==> config.mk <==
export PLATFORM = sky130hd
export DESIGN_NAME = speed_stats_ctrl
export DESIGN_NICKNAME = d
export VERILOG_FILES = /design/src/rtl/speed_stats_ctrl.sv
export SDC_FILE = /design/constraint.sdc
export NUM_CORES = 1
export LEC_CHECK = 0
export ABC_CLOCK_PERIOD_IN_PS = 2100
export CORE_MARGIN = 2
export CORE_UTILIZATION = 50
export DETAILED_ROUTE_END_ITERATION = 7
export GPL_TIMING_DRIVEN = 0
export PLACE_DENSITY = 0.75
export SLEW_MARGIN = 20
export SYNTH_ARGS = -nofsm -noshare
export SYNTH_HDL_FRONTEND = slang
export SYNTH_SLANG_ARGS = --single-unit
==> constraint.sdc <==
create_clock -name clk -period 2.1 [get_ports clk]
set_input_delay 0.42 -clock clk [delete_from_list [all_inputs] [get_ports clk]]
set_output_delay 0.42 -clock clk [all_outputs]
set_load 0.02 [all_outputs]
==> src/rtl/speed_stats_ctrl.sv <==
`default_nettype none
// +----------------------------------------------------------------------------+
// | Module   : speed_stats_ctrl                                                |
// | Purpose  : Qualifies speed samples for the max-speed tracker, issues its    |
// |            enable/clear strobes and decodes the trip button into a         |
// |            short-press mode step and a long-press trip clear.              |
// | Revision : 1.0 - initial release                                           |
// +----------------------------------------------------------------------------+
module speed_stats_ctrl #(
  parameter int WIDTH       = 7,
  parameter int SETTLE_N    = 3,
  parameter int STOP_TO     = 3000,
  parameter int HOLD_CYCLES = 2000
) (
  input  logic             clk,
  input  logic             r,
  input  logic             sample_valid,
  input  logic [WIDTH-1:0] speed,
  input  logic             btn,
  output logic [WIDTH-1:0] speed_q,
  output logic             max_en,
  output logic             max_clr,
  output logic             mode_step,
  output logic             moving,
  output logic [2:0]       state
);

  typedef enum logic [2:0] {
    S_IDLE   = 3'd0,
    S_SETTLE = 3'd1,
    S_RUN    = 3'd2,
    S_PAUSE  = 3'd3,
    S_CLEAR  = 3'd4
  } state_t;

  localparam int c_settle_w = $clog2(SETTLE_N + 1);
  localparam int c_to_w     = $clog2(STOP_TO + 1);
  localparam int c_hold_w   = $clog2(HOLD_CYCLES + 1);

  // With a single-sample settle requirement the first nonzero sample is
  // already qualified, so IDLE/PAUSE jump straight to RUN.
  localparam bit                  c_direct_run  = (SETTLE_N == 1);
  localparam logic [c_settle_w-1:0] c_settle_last = c_settle_w'(SETTLE_N - 1);
  localparam logic [c_to_w-1:0]   c_to_last     = c_to_w'(STOP_TO - 1);
  localparam logic [c_to_w-1:0]   c_to_max      = c_to_w'(STOP_TO);
  localparam logic [c_hold_w-1:0] c_hold_last   = c_hold_w'(HOLD_CYCLES - 1);
  localparam logic [c_hold_w-1:0] c_hold_max    = c_hold_w'(HOLD_CYCLES);

  state_t                r_state;
  state_t                r_origin;
  logic [c_settle_w-1:0] r_settle_cnt;
  logic [c_to_w-1:0]     r_to_cnt;
  logic [c_hold_w-1:0]   r_hold_cnt;
  logic                  r_latch;
  logic [WIDTH-1:0]      r_speed_q;
  logic                  r_max_en;
  logic                  r_max_clr;
  logic                  r_mode_step;
  logic                  r_moving;

  logic w_nz_sample;
  logic w_zero_sample;
  logic w_hold_hit;
  logic w_release;
  logic w_timeout;
  logic w_to_active;

  assign w_nz_sample   = sample_valid && (|speed);
  assign w_zero_sample = sample_valid && !(|speed);
  // The hold count reaches its limit on this edge; the latch keeps one press
  // from clearing twice.
  assign w_hold_hit    = btn && !r_latch && (r_hold_cnt == c_hold_last);
  assign w_release     = !btn && (r_hold_cnt != '0);
  assign w_to_active   = (r_state == S_SETTLE) || (r_state == S_RUN);
  // The quiet-cycle counter reaches STOP_TO on this edge.
  assign w_timeout     = w_to_active && !sample_valid && (r_to_cnt == c_to_last);

  // Button hold counter, long-press latch and short-press mode step.
  always_ff @(posedge clk or negedge r) begin
    if (!r) begin
      r_hold_cnt  <= '0;
      r_latch     <= 1'b0;
      r_mode_step <= 1'b0;
    end else begin
      r_mode_step <= w_release && !r_latch;
      if (btn) begin
        if (r_hold_cnt != c_hold_max) r_hold_cnt <= r_hold_cnt + 1'b1;
      end else begin
        r_hold_cnt <= '0;
      end
      if (w_hold_hit) r_latch <= 1'b1;
      else if (!btn)  r_latch <= 1'b0;
    end
  end

  // Main sequencing FSM with its settle/timeout counters and tracker strobes.
  always_ff @(posedge clk or negedge r) begin
    if (!r) begin
      r_state      <= S_IDLE;
      r_origin     <= S_IDLE;
      r_settle_cnt <= '0;
      r_to_cnt     <= '0;
      r_speed_q    <= '0;
      r_max_en     <= 1'b0;
      r_max_clr    <= 1'b0;
      r_moving     <= 1'b0;
    end else begin
      r_max_en  <= 1'b0;
      r_max_clr <= 1'b0;
      if (w_hold_hit) begin
        // Long press wins over anything else this cycle, including a sample.
        r_state      <= S_CLEAR;
        r_max_clr    <= 1'b1;
        r_moving     <= 1'b0;
        r_settle_cnt <= '0;
        r_to_cnt     <= '0;
      end else begin
        case (r_state)
          S_CLEAR: begin
            r_state  <= S_IDLE;
            r_moving <= 1'b0;
            r_to_cnt <= '0;
          end
          S_IDLE, S_PAUSE: begin
            r_to_cnt <= '0;
            if (w_nz_sample) begin
              r_origin <= r_state;
              if (c_direct_run) begin
                r_state   <= S_RUN;
                r_moving  <= 1'b1;
                r_max_en  <= 1'b1;
                r_speed_q <= speed;
              end else begin
                r_state      <= S_SETTLE;
                r_settle_cnt <= c_settle_w'(1);
              end
            end
          end
          S_SETTLE: begin
            if (w_nz_sample) begin
              r_to_cnt <= '0;
              if (r_settle_cnt == c_settle_last) begin
                r_state      <= S_RUN;
                r_moving     <= 1'b1;
                r_max_en     <= 1'b1;
                r_speed_q    <= speed;
                r_settle_cnt <= '0;
              end else begin
                r_settle_cnt <= r_settle_cnt + 1'b1;
              end
            end else if (w_zero_sample || w_timeout) begin
              r_state      <= r_origin;
              r_settle_cnt <= '0;
              r_to_cnt     <= '0;
            end else if (r_to_cnt != c_to_max) begin
              r_to_cnt <= r_to_cnt + 1'b1;
            end
          end
          S_RUN: begin
            if (w_nz_sample) begin
              r_max_en  <= 1'b1;
              r_speed_q <= speed;
              r_to_cnt  <= '0;
            end else if (w_zero_sample || w_timeout) begin
              r_state  <= S_PAUSE;
              r_moving <= 1'b0;
              r_to_cnt <= '0;
            end else if (r_to_cnt != c_to_max) begin
              r_to_cnt <= r_to_cnt + 1'b1;
            end
          end
          default: begin
            r_state  <= S_IDLE;
            r_moving <= 1'b0;
            r_to_cnt <= '0;
          end
        endcase
      end
    end
  end

  assign speed_q   = r_speed_q;
  assign max_en    = r_max_en;
  assign max_clr   = r_max_clr;
  assign mode_step = r_mode_step;
  assign moving    = r_moving;
  assign state     = r_state;

endmodule
`default_nettype wire

# [Word level (Yosys, flattened, before mapping)]
# Cells that the tools add are included.
[word_totals] register_bits=43 latch_bits=0 ramBits=0 romBits=0 input_bits=11 out_inout_bits=14 memories=0
[classes] add_sub_neg=3 multipliers=0 div=0 order_cmp=0 eq_ne=22 shift=0 muxes=39 n_bitwise=1 reduce_logical=26
[ops] cell="$mux 12" count=5
[ops] cell="$mux 11" count=2
[ops] cell="$mux 3" count=7
[ops] cell="$mux 7" count=3
[ops] cell="$reduce_and 5->1" count=3
[ops] cell="$pmux 7 s2" count=1
[ops] cell="$add 12x1->12 const B" count=1
[ops] cell="$eq 12x12->1 const B" count=1
[ops] cell="$mux 1" count=12
[ops] cell="$ne 12x12->1 const B" count=1
[ops] cell="$add 11x1->11 const B" count=1
[ops] cell="$eq 11x11->1 const B" count=1
[ops] cell="$ne 11x11->1 const B" count=1
[ops] cell="$reduce_bool 11->1" count=1
[ops] cell="$mux 2" count=5
[ops] cell="$ne 3x3->1 const B" count=3
[ops] cell="$pmux 3 s3" count=1
[ops] cell="$logic_and 1x1->1" count=8
[ops] cell="$ne 4x3->1 const B" count=2
[ops] cell="$reduce_or 7->1" count=1
[ops] cell="$eq 3x2->1 const B" count=2
[ops] cell="$ne 2x1->1 const B" count=3
[ops] cell="$ne 2x2->1 const B" count=3
[ops] cell="$ne 3x2->1 const B" count=2
[ops] cell="15 further kinds" count=21

# [Logic depth before layout (Yosys ltp)]
[logic_depth] depth_word=9 ltp_mapped=8 ltp_nobuf=7

# [Worst setup path before layout]
# OpenSTA, ideal clock, no wires.
[synth_path] path_kind="reg-to-reg" from="register r_hold_cnt[0]" to="register r_speed_q[0] (netlist: speed_q[0])" setup_time_ps=125 arrival_ps=1826 t_required_ps=1975 path_slack_ps=149 stages_incl_launch_ff=9 n_path_buf=2 cell_sequence="dfrtp_1 > ha_1 > and3_4 > buf_6 > nand4_4 > nand2_2 > or3_1 > buf_6 > mux2_4"
[synth_via] elab_chain_cells=4
[synth_rtl] item="start, declared" line="53" text="logic [c_hold_w-1:0] r_hold_cnt;"
[synth_rtl] item="start signal, assigned" line="87" text="if (r_hold_cnt != c_hold_max) r_hold_cnt <= r_hold_cnt + 1'b1;"
[synth_rtl] item="$eq 11x11->1" line="72" text="assign w_hold_hit = btn && !r_latch && (r_hold_cnt == c_hold_last);"
[synth_rtl] item="$logic_and 1x1->1" line="72"
[synth_rtl] item="$not 1->1 (no source line)"
[synth_rtl] item="$reduce_and 5->1 (no source line)"
[synth_rtl] item="end signal, assigned" line="132" text="r_speed_q <= speed;"
[synth_rtl] item="end signal, assigned" line="146" text="r_speed_q <= speed;"
[synth_rtl] item="end signal, assigned" line="162" text="r_speed_q <= speed;"
[synth_rtl] item="end, declared" line="55" text="logic [WIDTH-1:0] r_speed_q;"
# No other way between the ends.
# A chain may end at the register's enable or synchronous reset.

# [Worst setup path in the final report]
[layout_path] from="register r_hold_cnt[1]" to="register r_speed_q[1] (netlist: speed_q[1])"
# The elaborated chain is that of the path after synthesis.

==> flow_metrics.py <==
metrics = {
    "power_and_ir_drop": {
        "ir_drop_v": 0.0004568,
        "power_per_cell_area_nw_per_um2": 1063,
        "p_leak_nw": 1.248,
    },
    "worst_setup_path": {
        "crit_type": "reg -> reg",
        "end_kind": "register",
        "cp_data_arrival_time_ns": 2.20,
        "startpoint_type": "register",
        "crit_required_ns": 2.28,
        "critPathMaxFanout": 8,
    },
    "synthesis": {
        "syn-num-nets": 221,
        "avgSynthCellArea_um2": 10.91,
        "ys_ff_latch": 43,
        "ys_types": 51,
        "syn_inst": 206,
        "syn_area_um2": 2248,
        "seq_area_frac_synth": 0.4786,
        "yosys_warnings": 0,
    },
    "finish": {
        "final_cell_count_no_fill": 292,
        "nets": 254,
        "area_delta_synth_final_pct": 21.59,
        "diodes": 0,
        "postLayoutCoreUtil": 0.6279,
        "drive_gt1_frac": 0.1667,
    },
    "global_routing": {
        "antenna_found_initial": 0,
        "grt_start_max_net_pins": 27,
        "grt_overflow": 0,
        "grt_pass1_vias": 1566,
        "track_usage": 0.1785,
        "grt_pass1_wl_um": 7051,
    },
    "route": {
        "vias": 1578,
        "routed_via_density": 5.404,
        "drtIter0Drc": 97,
        "drtPass1Iterations": 4,
        "routedWlPerCell_um": 13.99,
        "drc": 0,
        "wl_um": 4086,
        "ant_nets": 0,
    },
    "clock_network": {
        "htreeDepth": 2,
        "clock_latency_ns": 0.30,
        "cts_root_buf": "clkbuf_8",
        "tritoncts": "built",
        "clock_path_buffers": 2,
        "clock-sinks": 43,
        "cts.reportedPaths.clkPinSlew_ns": 0.08,
        "cts_buffers": 5,
    },
    "placement": {
        "dp_cells": 283,
        "gp_congestion": 0.7902,
        "numPortBuffers": 24,
        "dpl.hpwl_um": 2882,
        "pre_cts_ws_ns": -0.2968,
    },
    "flow_run": {
        "cap_violations": 0,
    },
    "floorplan": {
        "ioPinCount": 25,
        "die_w_um": 71.06,
        "start_util": 0.5164,
        "die_h_um": 71.06,
        "die_area_um2": 5050,
        "core_um2": 4354,
        "rows": 24,
    },
    "timing": {
        "drv_slew": 0,
        "setup_viol": 0,
        "holdWs_ns": 0.03909,
        "fmax_ghz": 0.4951,
        "period_needed_ns": 2.020,
        "hold_viol": 0,
        "maxSlewHeadroom": 0.5857,
        "worst_clock_skew_ns": 0.007116,
        "worstMarginPinSlew_ns": 0.6137,
        "min_period_over_period": 0.9617,
        "fin_setup_tns_ns": 0,
        "layout_setup_ws_ns": 0.08037,
    },
    "run_status": {
        "outcome": "finished, final reports clean",
    },
    "min_path": {
        "worstHoldPathType": "in -> async",
    },
}
kinds of logic (layout without fill, tap and decap cells):
logic type	after synthesis	count (layout)	synth area share
DFF	43	43	0.4786
and+or+nand+nor	91	91	0.2432
muxes	12	12	0.07346
xor gates and xnor gates	20	20	0.07791
AOI/OAI and AO/OA	23	23	0.07458
adders and majority gates	4	4	0.02226
buffers and inverters	13	47	0.03005
stage by stage:
stage               instance area, um^2  total power [W]
finish                             2734         0.002907
global route                       2734         0.003070
CTS                                2705         0.002925
detailed placement                 2569         0.002153
global placement                   2554         0.002130
floorplan                          2248         0.001794
sequential cells by signal (all words and copies together) (netlist names):
| signal | flops |
|---|---|
| max_clr | 1 |
| max_en | 1 |
| mode_step | 1 |
| moving | 1 |
| r_hold_cnt | 11 |
| r_latch | 1 |
| r_origin | 3 |
| r_settle_cnt | 2 |
| r_to_cnt | 12 |
| speed_q | 7 |
| state | 3 |
cell usage in the layout (no fill, tap or decap), types with 3 or more instances in the layout:
master,instances
dfrtp_1,43
clkdlybuf4s50_1,23
nand2_1,18
nor2_1,17
and2_1,13
xnor2_1,11
mux2_4,9
xor2_1,9
inv_1,7
nand3_1,6
a21oi_1,5
clkbuf_8,5
nor3_1,4
and3_1,4
nand4_1,4
and2b_2,3
mux2i_1,3
ha_1,3
timing repair:
action / 4_1_cts / 5_1_grt
hold buffers: 0 / 0
endpoints found under the setup margin: 0 / 9
resized for setup: 0 / 4
setup buffers: 0 / 1
routing by layer:
metal  track usage  part of all wire  vias to the layer above
met5             0                 0                        -
met4       0.06709             0.013                        0
met3       0.05271             0.041                        5
met2        0.2908              0.48                       30
met1        0.2255              0.47                      758
li1              -                 -                      785
critical path: stages, from the launching register on:
cell     delay (ns)
dfrtp_1        0.41
ha_2           0.21
and3_4         0.18
buf_6          0.12
nand4_4        0.14
nand2_2        0.07
or3_1          0.32
buf_6          0.16
mux2_4         0.30
area by class of cell:
class,count,area [um^2]
plain buffers,5,37.54
clock buffers,5,68.82
clock inverters,3,67.56
fillers,361,1620
inverters,8,30.03
multi-input cells,150,1126
flip-flops and latches,43,1076
well taps,52,65.06
repair buffers,26,262.8
Yosys cell counts (all sizes together):
master    n  area [um^2]
xor2      9        78.83
a41o      1        10.01
and3b     1        8.760
nand3     6        30.03
nor4b     2        32.53
nand2    19        73.82
a21oi     6        30.03
a31oi     1        6.260
and2b     3        26.28
ha        4        50.05
o311ai    1        8.760
nor3      4        20.02
or3b      1        8.760
a32o      1        10.01
nor4      2        12.51
o31ai     1        7.510
and4      4        37.54
and4bb    1        12.51
nor2b     2        12.51
xnor2    11        96.34
nand3b    1        7.510
a311oi    1        8.760
or3       3        23.77
dfrtp    43         1076
o2111ai   1        8.760
inv       8        30.03
nand4     5        46.29
mux2i     3        30.03
o21ai     2        10.01
clkbuf    2        7.510
o32a      1        10.01
and3      5        36.28
mux2      9        135.1
nand2b    2        12.51
and2     13        81.33
buf       3        30.03
nor2     17        63.81
o211ai    2        15.01
o41ai     1        8.760
o2bb2ai   1        8.760
a21o      2        16.27
a41oi     1        8.760
path summary, 6_finish.rpt:
| kind | endpoint | cells after the start | slack, ns | from |
|---|---|---|---|---|
| max in group asynchronous | r_to_cnt[11]$_DFFE_PN0P_ | 2 | 1.59 | r |
| min in group clk | r_origin[2]$_DFFE_PN0P_ | 1 | 0.50 | r_origin[2]$_DFFE_PN0P_ |
| hold reg to reg | r_origin[2]$_DFFE_PN0P_ | 1 | 0.50 | r_origin[2]$_DFFE_PN0P_ |
| setup / recovery | speed_q[1]$_DFFE_PN0P_ | 8 | 0.08 | r_hold_cnt[1]$_DFFE_PN0P_ |
| hold / removal | state[0]$_DFFE_PN0P_ | 1 | 0.04 | r |
| setup reg to reg | speed_q[1]$_DFFE_PN0P_ | 8 | 0.08 | r_hold_cnt[1]$_DFFE_PN0P_ |
power by group:
| group | switching [W] | internal, W | total (W) |
|---|---|---|---|
| registers | 0.000123 | 0.000984 | 0.00111 |
| clock network | 0.000293 | 0.000474 | 0.000767 |
| logic | 0.000485 | 0.000546 | 0.00103 |
Note: power is estimated with default switching activity, not from simulation.
